==> src/rtl/detect_log_pkg.sv <==
// Shared defaults and helpers for the detection event logger.
package detect_log_pkg;
  localparam int TS_WIDTH_DEF  = 16;
  localparam int DEPTH_DEF     = 4;
  localparam int CNT_WIDTH_DEF = 8;

  // Increment v, holding at the all-ones value of a w-bit counter (w in 1..32).
  function automatic logic [31:0] sat_inc(input logic [31:0] v, input int unsigned w);
    logic [31:0] max_v;
    max_v = 32'hFFFF_FFFF >> (32 - w);
    return (v == max_v) ? v : v + 32'd1;
  endfunction
endpackage

==> src/rtl/event_fifo.sv <==
// Timestamp FIFO: storage, wrap-bit pointers, full/empty and level.
module event_fifo
  import detect_log_pkg::*;
#(
  parameter int WIDTH = TS_WIDTH_DEF,
  parameter int DEPTH = DEPTH_DEF
) (
  input  logic                     CLK,
  input  logic                     RST,
  input  logic                     clr,
  input  logic                     push,
  input  logic                     pop,
  input  logic [WIDTH-1:0]         wr_data,
  output logic [WIDTH-1:0]         rd_data,
  output logic                     full,
  output logic                     empty,
  output logic [$clog2(DEPTH):0]   level
);
  localparam int AW = $clog2(DEPTH);

  logic [WIDTH-1:0] mem [DEPTH];
  logic [AW:0]      wr_ptr, rd_ptr;

  assign empty   = (wr_ptr == rd_ptr);
  assign full    = (wr_ptr[AW] != rd_ptr[AW]) && (wr_ptr[AW-1:0] == rd_ptr[AW-1:0]);
  assign level   = wr_ptr - rd_ptr;
  // Head is read combinationally; forced to zero when nothing is buffered.
  assign rd_data = empty ? '0 : mem[rd_ptr[AW-1:0]];

  always_ff @(posedge CLK or negedge RST) begin
    if (!RST) begin
      wr_ptr <= '0;
      rd_ptr <= '0;
    end else if (clr) begin
      wr_ptr <= '0;
      rd_ptr <= '0;
    end else begin
      if (push) wr_ptr <= wr_ptr + 1'b1;
      if (pop)  rd_ptr <= rd_ptr + 1'b1;
    end
  end

  // When full, push and pop address the same slot; the pop reads it before the edge.
  always_ff @(posedge CLK) begin
    if (push && !clr) mem[wr_ptr[AW-1:0]] <= wr_data;
  end
endmodule

==> src/rtl/detect_event_logger.sv <==
// Timestamps rising edges of detect_in into a FIFO with saturating event/drop counters.
module detect_event_logger
  import detect_log_pkg::*;
#(
  parameter int TS_WIDTH  = TS_WIDTH_DEF,
  parameter int DEPTH     = DEPTH_DEF,
  parameter int CNT_WIDTH = CNT_WIDTH_DEF
) (
  input  logic                   CLK,
  input  logic                   RST,
  input  logic                   detect_in,
  input  logic                   clr,
  input  logic                   rd_ready,
  output logic                   rd_valid,
  output logic [TS_WIDTH-1:0]    rd_data,
  output logic [$clog2(DEPTH):0] fifo_level,
  output logic [CNT_WIDTH-1:0]   event_count,
  output logic [CNT_WIDTH-1:0]   drop_count,
  output logic                   overflow
);
  logic [TS_WIDTH-1:0] ts;
  logic                detect_q;
  logic                evt, push, pop, drop, full, empty;

  assign evt      = detect_in && !detect_q && !clr;
  assign rd_valid = !empty;
  assign pop      = rd_valid && rd_ready && !clr;
  assign push     = evt && (!full || pop);
  assign drop     = evt && full && !pop;

  event_fifo #(.WIDTH(TS_WIDTH), .DEPTH(DEPTH)) u_fifo (
    .CLK     (CLK),
    .RST     (RST),
    .clr     (clr),
    .push    (push),
    .pop     (pop),
    .wr_data (ts),
    .rd_data (rd_data),
    .full    (full),
    .empty   (empty),
    .level   (fifo_level)
  );

  always_ff @(posedge CLK or negedge RST) begin
    if (!RST) begin
      ts       <= '0;
      detect_q <= 1'b0;
    end else begin
      ts       <= ts + 1'b1;
      detect_q <= detect_in;
    end
  end

  always_ff @(posedge CLK or negedge RST) begin
    if (!RST) begin
      event_count <= '0;
      drop_count  <= '0;
      overflow    <= 1'b0;
    end else if (clr) begin
      event_count <= '0;
      drop_count  <= '0;
      overflow    <= 1'b0;
    end else begin
      if (evt)  event_count <= CNT_WIDTH'(sat_inc(32'(event_count), CNT_WIDTH));
      if (drop) begin
        drop_count <= CNT_WIDTH'(sat_inc(32'(drop_count), CNT_WIDTH));
        overflow   <= 1'b1;
      end
    end
  end
endmodule
==> config.mk <==
export PLATFORM = sky130hd
export DESIGN_NAME = detect_event_logger
export DESIGN_NICKNAME = d
export VERILOG_FILES = /design/src/rtl/detect_log_pkg.sv /design/src/rtl/event_fifo.sv /design/src/rtl/detect_event_logger.sv
export SDC_FILE = /design/constraint.sdc
export NUM_CORES = 1
export LEC_CHECK = 0
export ABC_AREA = 1
export CORE_ASPECT_RATIO = 0.6
export CORE_UTILIZATION = 40
export CTS_BUF_LIST = sky130_fd_sc_hd__clkbuf_2 sky130_fd_sc_hd__clkbuf_4 sky130_fd_sc_hd__clkbuf_8
export DETAILED_ROUTE_END_ITERATION = 8
export PLACE_DENSITY_LB_ADDON = 0.12
export SYNTH_ARGS = -nofsm -noshare
export SYNTH_HDL_FRONTEND = slang
export SYNTH_SLANG_ARGS = --single-unit
==> constraint.sdc <==
create_clock -name CLK -period 3.41 [get_ports CLK]
set_input_delay 0.682 -clock CLK [delete_from_list [all_inputs] [get_ports CLK]]
set_output_delay 0.682 -clock CLK [all_outputs]
set_load 0.005 [all_outputs]
# Word level (Yosys, flattened, before mapping)

Memory sizes are Yosys's and may differ from the RTL's.
Cells that the tools add are included.

Register bits: 40
Bits in latches: 0
RAM bits: 64
Bits in read-only memories: 0
Input port bits: 5
Output and inout bits: 37
Logic and storage cells: 57
Memories kept: 1

Add/subtract/negate cells: 6
$mul: 0
Div/mod/pow operators: 0
$lt $le $gt $ge: 0
Equal/unequal tests: 7
Shift operators: 0
Muxes and demuxes: 15
Bitwise logic cells: 0
Reduce and logical (&&, ||, !) cells: 21

Memory list:

| memory     | words | width | read ports | clocked after memory_dff | wr ports | line             | source |
|---|---|---|---|---|---|---|---|
| u_fifo.mem | 4     | 16    | 1          | 0                        | 1        | event_fifo.sv:21 | `logic [WIDTH-1:0] mem [DEPTH];` |

Operators with widths:

| kind                                           | count |
|---|---|
| 2-to-1 mux 8 bit                               | 6 |
| adder 16 x 1 -> 16 bit (second input constant) | 1 |
| adder 8 x 1 -> 8 bit (second input constant)   | 2 |
| == test 8 bit (second input constant)          | 2 |
| 2-to-1 mux 16 bit                              | 1 |
| 2-to-1 mux 3 bit                               | 4 |
| logical AND 1 bit                              | 9 |
| nonzero test 2 bit                             | 4 |
| adder 3 x 1 -> 3 bit (second input constant)   | 2 |
| zero test 1 bit                                | 5 |
| 2-to-1 mux 1 bit                               | 4 |
| != test 2 bit (second input constant)          | 2 |
| AND reduction 2 bit                            | 2 |
| == test 3 bit                                  | 1 |
| subtractor 3 bit                               | 1 |
| == test 2 bit                                  | 1 |
| logical OR 1 bit                               | 1 |
| != test 1 bit                                  | 1 |

# Logic depth before layout (Yosys ltp)

Gate-level depths: netlist of run 1.

Word-level depth: 9
Gate-level depth with buffers: 11
Mapped depth without buffers: 9

# By module

A second synthesis of run 1 with hierarchy kept.

Cells, all modules: 538
Area, all modules: 5,106.1 µm²

By module, submodules not included:

| module              | instances | cells each | area an instance (µm²) | sequential area each (µm²) |
|---|---|---|---|---|
| event_fifo          | 1         | 306        | 3,248.1                | 2,072.0 |
| detect_event_logger | 1         | 232        | 1,858.0                | 850.8 |

# Worst setup path after synthesis of run 1

Ideal clock, no wire load.

Path kind: reg2reg
Start point: register u_fifo.rd_ptr[1]
End point: memory u_fifo.mem[0][0] (netlist name) (enable)
Setup time: 0.389 ns
Arrival: 2.122 ns
Required time: 3.021 ns
Path slack: 0.899 ns
Stages on the path, launching flop included: 8
Path buffers: 2
Period minus slack after synthesis: 2.511 ns
Cells stage by stage: dfrtp_1 buf_4 inv_2 buf_2 ha_1 nand3_1 o21ai_4 nor2_1

Longest elaborated chain between the ends: 9
Elaborated cells between the ends (all ways): 12
Classes of those cells: eq/ne (2); mux (2); reduce/logical (8)

RTL lines:

| what                                       | line                      | source |
|---|---|---|
| start, declared                            | event_fifo.sv:22          | `logic [AW:0] wr_ptr, rd_ptr;` |
| start signal, assigned                     | event_fifo.sv:39          | `if (pop) rd_ptr <= rd_ptr + 1'b1;` |
| == test 3 bit                              | event_fifo.sv:24          | `assign empty = (wr_ptr == rd_ptr);` |
| zero test 1 bit                            | detect_event_logger.sv:26 | `assign rd_valid = !empty;` |
| logical AND 1 bit (2 in a row)             | detect_event_logger.sv:27 | `assign pop = rd_valid && rd_ready && !clr;` |
| logical OR 1 bit (*)                       | detect_event_logger.sv:28 | `assign push = evt && (!full \|\| pop);` |
| logical AND 1 bit (*)                      | detect_event_logger.sv:28 |  |
| logical AND 1 bit (*)                      | event_fifo.sv:45          | `if (push && !clr) mem[wr_ptr[AW-1:0]] <= wr_data;` |
| 2-to-1 mux 1 bit (*)                       | event_fifo.sv:45          |  |
| 2-to-1 mux 1 bit (not written as such) (*) | event_fifo.sv:45          |  |
| end, declared                              | event_fifo.sv:21          |  |

Mark *: on every way between the ends. The rest lies on a longest branch, timed or not.

# Worst setup path after layout of run 1

Start point: register u_fifo.rd_ptr[1]
End point: output rd_data[12]

Longest elaborated chain between the ends: 2
Elaborated cells between the ends (all ways): 3
Classes of those cells: eq/ne (1); mux (1); memory (1)

RTL lines:

| what                                                 | line                      | source |
|---|---|---|
| memory (4 x 16 bit) or == test 3 bit (tied branches) | n/a                       |  |
| 2-to-1 mux 16 bit (*)                                | event_fifo.sv:28          | `assign rd_data = empty ? '0 : mem[rd_ptr[AW-1:0]];` |
| end, declared                                        | detect_event_logger.sv:15 | `output logic [TS_WIDTH-1:0] rd_data,` |

Marked as above.

==> flow_metrics.py, run 1 <==
metrics = {
    "synth": {
        "mappedNetlistArea_sq_um": 4780,
        "synth.cells.most_frequent": "nor2_1, nand2_1, edfxtp_1",
        "syn-num-nets": 497,
        "most_frequent_cell_after_synthesis": "nor2_1",
        "postSynthAreaPerCell_sq_um": 9.937,
        "ys_dominant_reg_cell": "edfxtp_1",
        "synth_enable_flop_cells": 64,
        "yosys_warning_total": 0,
        "yosys_register_bits": 104,
        "synth_top_cells_by_area": "edfxtp_1, dfrtp_1, nor2_1",
        "yosysSeqAreaShare_pct": 61.15,
        "netlist_instances": 481,
        "postSynth.asyncResetShare_pct": 38.46,
        "synth.top_cell.area_share_pct": 40.21,
        "synthDominantAreaCellType": "edfxtp_1",
        "synth.lib_cells_used.distinct": 32,
    },
    "detailed_routing": {
        "wire_length_after_detailed_routing_um": 10440,
        "drt-pass1-iter-count": 5,
        "dr_total_vias": 3375,
        "wire_per_inst_um": 15.06,
        "post_drt_via_cell_ratio": 4.870,
        "drt_iter0_drc": 214,
        "ant_nets": 0,
        "drc_errors": 0,
    },
    "clocking": {
        "post_cts_hold_buffer_count": 0,
        "insertion_delay_ns": 0.37,
        "tritoncts": "yes",
        "post_cts_resized": 0,
        "htree_num_levels": 3,
        "cts-root-buf": "clkbuf_8",
        "clk_sinks": 104,
        "clock_path_buffers": 2,
        "cts_buffers": 9,
        "path_clk_slew_ns": 0.10,
        "cts_post_setup_buffers_inserted": 0,
    },
    "final_layout": {
        "final_cell_count_no_fill": 693,
        "area_growth_syn_to_layout_pct": 16.20,
        "antenna_cells": 0,
        "fillers": 1066,
        "num-nets-final": 544,
        "drive_gt1_share_pct": 7.880,
    },
    "sta": {
        "min_tclk_post_route_ns": 3.099,
        "tns_ns": 0,
        "final_min_period_over_clock_period_pct": 90.87,
        "max_clock_freq_ghz": 0.3227,
        "report.final.hold_viol_count": 0,
        "report.final.setup_viol": 0,
        "timing.hold.ws_ns": 0.4492,
        "rsz0062_at_grt": "false",
        "timing.slew.headroom_pct": 36.29,
        "timing.final.max_slew_violations": 0,
        "max_slew.worst_pin.slew_ns": 0.9557,
        "fin_worst_skew_ns": 0.01231,
    },
    "worst_setup_path": {
        "path_depth": 8,
        "critical_path_required_ns": 2.73,
        "cp_startpoint": "u_fifo.rd_ptr[1]",
        "setup.worst_path.start_class": "flip-flop",
        "path_max_fanout": 17,
        "crit_path_top_delay_cell": "clkdlybuf4s50_1",
        "regToRegEndpoint": "u_fifo.mem[1][2]",
        "worst_setup_path_endpoint": "rd_data[12]",
        "worst_path_most_repeated_cell": "inv_2",
        "r2r_start": "u_fifo.rd_ptr[1]",
        "critical_path.cell_chain": "inv_2 > ha_1 > nand2_1 > inv_1 > nand2_2 > inv_2 > a21oi_1 > clkdlybuf4s50_1",
        "critical_path.top_delay_family": "buffers and inverters",
        "cp_slowest_stage_delay_ns": 0.52,
        "ff2ff_path_depth": 6,
        "r2r_setup_slack_ns": 1.35,
        "setup.worst_path.end_class": "primary output",
        "critPathBufInv": 4,
        "critical_path_arrival_ns": 2.42,
        "timing.setup.critical_path_class": "flip-flop to primary output",
    },
    "floorplanning": {
        "core_region_area_sq_um": 11450,
        "row_count": 30,
        "start_util_pct": 41.75,
        "die_height_um": 86.67,
        "chipWidth_um": 143.1,
        "die_area_sq_um": 12400,
        "num_io_pins": 42,
    },
    "place": {
        "dp.final_hpwl_um": 6948,
        "place_congestion": 0.7844,
        "dp.cells": 677,
        "port_buffers": 41,
    },
    "job": {
        "cap_viol_max_count": 0,
    },
    "power_and_ir_drop": {
        "p_leak_uw": 0.002318,
        "report.power.total_uw": 2364,
        "vdd_ir_drop_max_mv": 0.1780,
        "power.density_cell_area_nw_per_um2": 425.7,
    },
    "min_path": {
        "hold_path_class": "input pin to asynchronous set/reset pin",
    },
    "run_status": {
        "outcome": "finished clean",
    },
    "grt": {
        "grt_antenna_before_repair": 0,
        "number_of_global_route_vias_before_repair": 3259,
        "total_global_routing_overflow": 0,
        "grt_use_total_pct": 18.74,
        "grt_start_max_net_pins": 41,
        "first_pass_grt_wire_length_um": 17130,
    },
}
[how the worst min path moves through the flow]
| stage | from | slack [ns] | to |
|---|---|---|---|
| finish | RST | 0.45 | drop_count[2] |
| global route | RST | 0.52 | drop_count[2] |
| CTS | RST | 0.49 | drop_count[2] |
| detailed placement | overflow | 0.51 | overflow |
| global placement | overflow | 0.50 | overflow |
| floorplan | RST | 0.39 | detect_q |
[worst reg2reg max path, cell delays in order (launching register included)]
cell     delay, ns
dfrtp_1       0.40
inv_2         0.28
ha_1          0.31
nand3_1       0.21
o21ai_4       0.14
nor2_1        0.11
buf_4         0.29
[cell type report]
class,count,area (sq um),share of cell area [%]
inverter,46,175.2,3.154
timing repair buffer,49,465.4,8.380
clock buffer,10,131.4,2.365
multi-input combinational,318,1614,29.06
tap,160,200.2,3.604
clock inverter,6,45.04,0.8110
sequential,104,2923,52.62
[placed cells by master (no fill, tap or decap), types with 6 or more instances in the layout]
cell and n:
o21ai_0 36, edfxtp_1 64, ha_1 10, clkdlybuf4s50_1 40, nand3_1 33, a21oi_1 17, clkbuf_8 9, dfrtp_1 40
nand2_1 85, xor2_1 12, nand4_1 6, nor2_1 89, inv_1 41, buf_4 8
[registers in the layout, indices dropped and copies added, names as in the netlist]
name           cells
detect_q           1
overflow           1
u_fifo.wr_ptr      3
u_fifo.rd_ptr      3
drop_count         8
event_count        8
u_fifo.mem        64
ts                16
[power by group]
| group | total [uW] | internal (uW) | switching [uW] |
|---|---|---|---|
| sequential | 1340 | 1340 | 6.46 |
| clock | 708 | 276 | 431 |
| combinational | 312 | 132 | 180 |
| total | 2360 | 1750 | 618 |
[metrics by stage]
step                      utilization (%)  cell area (sq um)  worst slack [ns]
after floorplan                         -               4780            0.8991
after global placement              46.97               5378            0.7731
after detailed placement            46.97               5378            0.7212
after CTS                           48.51               5554            0.2817
after global routing                48.51               5554            0.1376
final                               48.51               5554            0.3112
[cells by family (layout without fill, tap and decap cells)]
kind of cell / count (synthesis) / after routing / synth area share (%)
AND/OR/NAND/NOR: 228 / 228 / 20.63
adder cells (fa/ha/maj): 11 / 11 / 3.037
AO/OA/AOI/OAI: 62 / 62 / 6.990
buffers and inverters: 59 / 111 / 5.079
flip-flops: 104 / 104 / 61.15
XOR/XNOR: 17 / 17 / 3.115
[per-layer routing]
layer / vias up / share of wire [%] / track usage [%]
met4: 0 / 0.79 / 4.497
met2: 61 / 43 / 27.94
met1: 1627 / 51 / 27.70
li1: 1680 / - / -
met5: - / 0 / 0
met3: 7 / 5.0 / 4.144
(Power assumes the default switching activity.)
==> inputs of run 2 (changes only) <==
- ABC_AREA: 1 -> not set
==> run 2 against run 1 <==
  * The run now ends with DRC left
  * First-iteration DRC count down 14%
  * Sequential power about the same
  * Final cell count down 28%
  * Cell area down 5.0%
  * Wire length down 17%
  * Worst hold slack worse by 0.012 ns
  * Power up 6.5%
  * Flip-flop and latch count unchanged
  * Maximum frequency up 0.90%
  * Critical path depth unchanged
  * Synthesized area down 6.9%
  * Combinational power up 21%
==> flow_metrics.py, run 2 <==
metrics = {
    "run_status": {
        "outcome": "finished, violations left",
        "violations_in_the_final_reports": "DRC",
    },
    "synth": {
        "most_frequent_cell_after_synthesis": "edfxtp_1",
        "yosys_warning_total": 0,
        "synth-compound-area-share_pct": 5.063,
        "netlist_instances": 300,
        "simple_gate_share_of_the_synthesized_area_pct": 10.35,
        "postSynthAreaPerCell_sq_um": 14.83,
        "synth_top_cells_by_area": "edfxtp_1, dfrtp_1, mux4_2",
        "synth_enable_flop_cells": 64,
        "synth.cells.most_frequent": "edfxtp_1, dfrtp_1, nor2_1",
        "yosys_register_bits": 104,
        "synth.area.mux_share_pct": 9.001,
        "ys_dominant_reg_cell": "edfxtp_1",
        "synthDominantAreaCellType": "edfxtp_1",
        "postSynth.asyncResetShare_pct": 38.46,
        "synth_top_family_by_area": "simple AND/OR/NAND/NOR gates",
        "syn-num-nets": 316,
        "arithmetic_cell_share_of_the_synthesized_area_counting_full_adders_half_adders_and_majority_gates_pct": 3.263,
        "yosysSeqAreaShare_pct": 65.71,
        "mappedNetlistArea_sq_um": 4448,
        "synth.top_cell.area_share_pct": 43.21,
        "synth.lib_cells_used.distinct": 42,
        "synthXorXnorAreaFrac_pct": 4.529,
    },
    "place": {
        "dp.cells": 482,
        "dp.final_hpwl_um": 5899,
        "port_buffers": 41,
        "placement.cell_area_sq_um": 5074,
        "place_congestion": 0.7630,
    },
    "detailed_routing": {
        "wire_per_inst_um": 17.37,
        "drc_errors": 5,
        "post_drt_via_cell_ratio": 5.165,
        "drt-pass1-iter-count": 8,
        "wire_length_after_detailed_routing_um": 8650,
        "dr_total_vias": 2572,
        "ant_nets": 0,
        "drt_iter0_drc": 184,
    },
    "worst_setup_path": {
        "path_max_fanout": 11,
        "critical_path_arrival_ns": 2.39,
        "setup.worst_path.start_class": "flip-flop",
        "timing.setup.critical_path_class": "flip-flop to primary output",
        "critical_path_required_ns": 2.73,
        "setup.worst_path.end_class": "primary output",
    },
    "sta": {
        "tns_ns": 0,
        "rsz0062_at_grt": "false",
        "max_clock_freq_ghz": 0.3256,
        "report.final.hold_viol_count": 0,
        "min_tclk_post_route_ns": 3.071,
        "report.final.setup_viol": 0,
        "timing.final.max_slew_violations": 0,
        "fin_worst_skew_ns": 0.01291,
        "timing.hold.ws_ns": 0.4368,
        "final_min_period_over_clock_period_pct": 90.06,
        "max_slew.worst_pin.slew_ns": 0.9367,
        "timing.slew.headroom_pct": 37.55,
    },
    "power_and_ir_drop": {
        "power.density_cell_area_nw_per_um2": 477.2,
        "vdd_ir_drop_max_mv": 0.1940,
        "p_leak_uw": 0.001868,
    },
    "clocking": {
        "cts_buffers": 9,
        "tritoncts": "yes",
        "insertion_delay_ns": 0.38,
        "post_cts_hold_buffer_count": 0,
        "cts-root-buf": "clkbuf_8",
        "cts_post_setup_buffers_inserted": 0,
        "clk_sinks": 104,
        "clock_path_buffers": 2,
        "path_clk_slew_ns": 0.10,
        "htree_num_levels": 3,
        "post_cts_resized": 0,
    },
    "grt": {
        "grt_antenna_before_repair": 0,
        "first_pass_grt_wire_length_um": 14160,
        "number_of_global_route_vias_before_repair": 2482,
        "total_global_routing_overflow": 0,
        "grt_use_total_pct": 16.50,
        "grt_start_max_net_pins": 41,
    },
    "floorplanning": {
        "die_height_um": 83.68,
        "die_area_sq_um": 11560,
        "chipWidth_um": 138.1,
        "row_count": 29,
        "core_region_area_sq_um": 10700,
        "num_io_pins": 42,
        "start_util_pct": 41.55,
    },
    "final_layout": {
        "largest_register_ffs": 64,
        "antenna_cells": 0,
        "most_common_cell_after_layout_fill_and_taps_aside": "edfxtp_1",
        "num-nets-final": 370,
        "area_growth_syn_to_layout_pct": 18.65,
        "layout.cells.most_common_list": "edfxtp_1, dfrtp_1, clkdlybuf4s50_1",
        "final_cell_count_no_fill": 498,
        "postLayoutCellArea_sq_um": 5278,
        "drive_gt1_share_pct": 12.53,
    },
    "job": {
        "cap_viol_max_count": 0,
    },
    "min_path": {
        "hold_path_class": "input pin to asynchronous set/reset pin",
    },
}
[run 2: cell types whose count changed after synthesis, sizes merged, moves of 16 or more]
cell / delta
nand2: -80
nor2: -72
o21ai: -38
inv: -31
nand3: -23
nor2b: +17
mux4: +16
[run 2: kinds of logic after synthesis]
family          Yosys count
simple gates             87
mux                      20
xor+xnor                 23
flops                   104
compound gates           31
buf+inv                  24
fa+ha+maj                11
[run 2: critical path: stages, from the launching register on]
cell and delay (ns):
dfrtp_1 0.36, buf_4 0.21, inv_1 0.07, ha_1 0.28, nand2_1 0.14, nor2_1 0.10, buf_4 0.19, nor2b_1 0.13
clkdlybuf4s50_1 0.53
[run 2: final timing paths]
path | from | endpoint | slack (ns) | cells after the start
worst max register to register | u_fifo.rd_ptr[1] | drop_count[4] | 0.91 | 7
worst min-delay path | RST | event_count[7] | 0.44 | 1
worst max-delay path | u_fifo.rd_ptr[1] | rd_data[3] | 0.34 | 8
worst min register to register | overflow | overflow | 0.52 | 2
max in group asynchronous | RST | ts[8] | 2.38 | 1
min in group CLK | overflow | overflow | 0.52 | 2
[run 2: stage by stage]
| step | setup WS (ns) | power [uW] | utilization, % |
|---|---|---|---|
| after floorplan | 0.5650 | 1556 | - |
| after detailed placement | 0.5677 | 1767 | 47.40 |
| after global placement | 0.6589 | 1767 | 47.40 |
| after global routing | 0.1468 | 2641 | 49.30 |
| final | 0.3389 | 2519 | 49.30 |
| after CTS | 0.2821 | 2562 | 49.30 |
[run 2: report_power, final]
group | switching (uW) | internal (uW)
logic | 167 | 212
clock network | 439 | 348
registers | 8.09 | 1340
[run 2: layout make-up]
class                           instances  area, sq um
Tap cell                              139        173.9
Clock inverter                          7        80.08
Timing Repair Buffer                   52        488.0
Clock buffer                            9        123.9
Multi-Input combinational cell        172         1433
Inverter                               15        56.30
Sequential cell                       104         2923
Fill cell                             900         5426
[run 2: per-layer routing]
| metal | vias up | part of all wire (%) | GRT usage [%] |
|---|---|---|---|
| met5 | - | 0 | 0 |
| met4 | 0 | 0.75 | 4.903 |
| met3 | 7 | 4.3 | 4.819 |
| met2 | 49 | 40 | 21.01 |
| met1 | 1286 | 55 | 26.38 |
| li1 | 1230 | - | - |
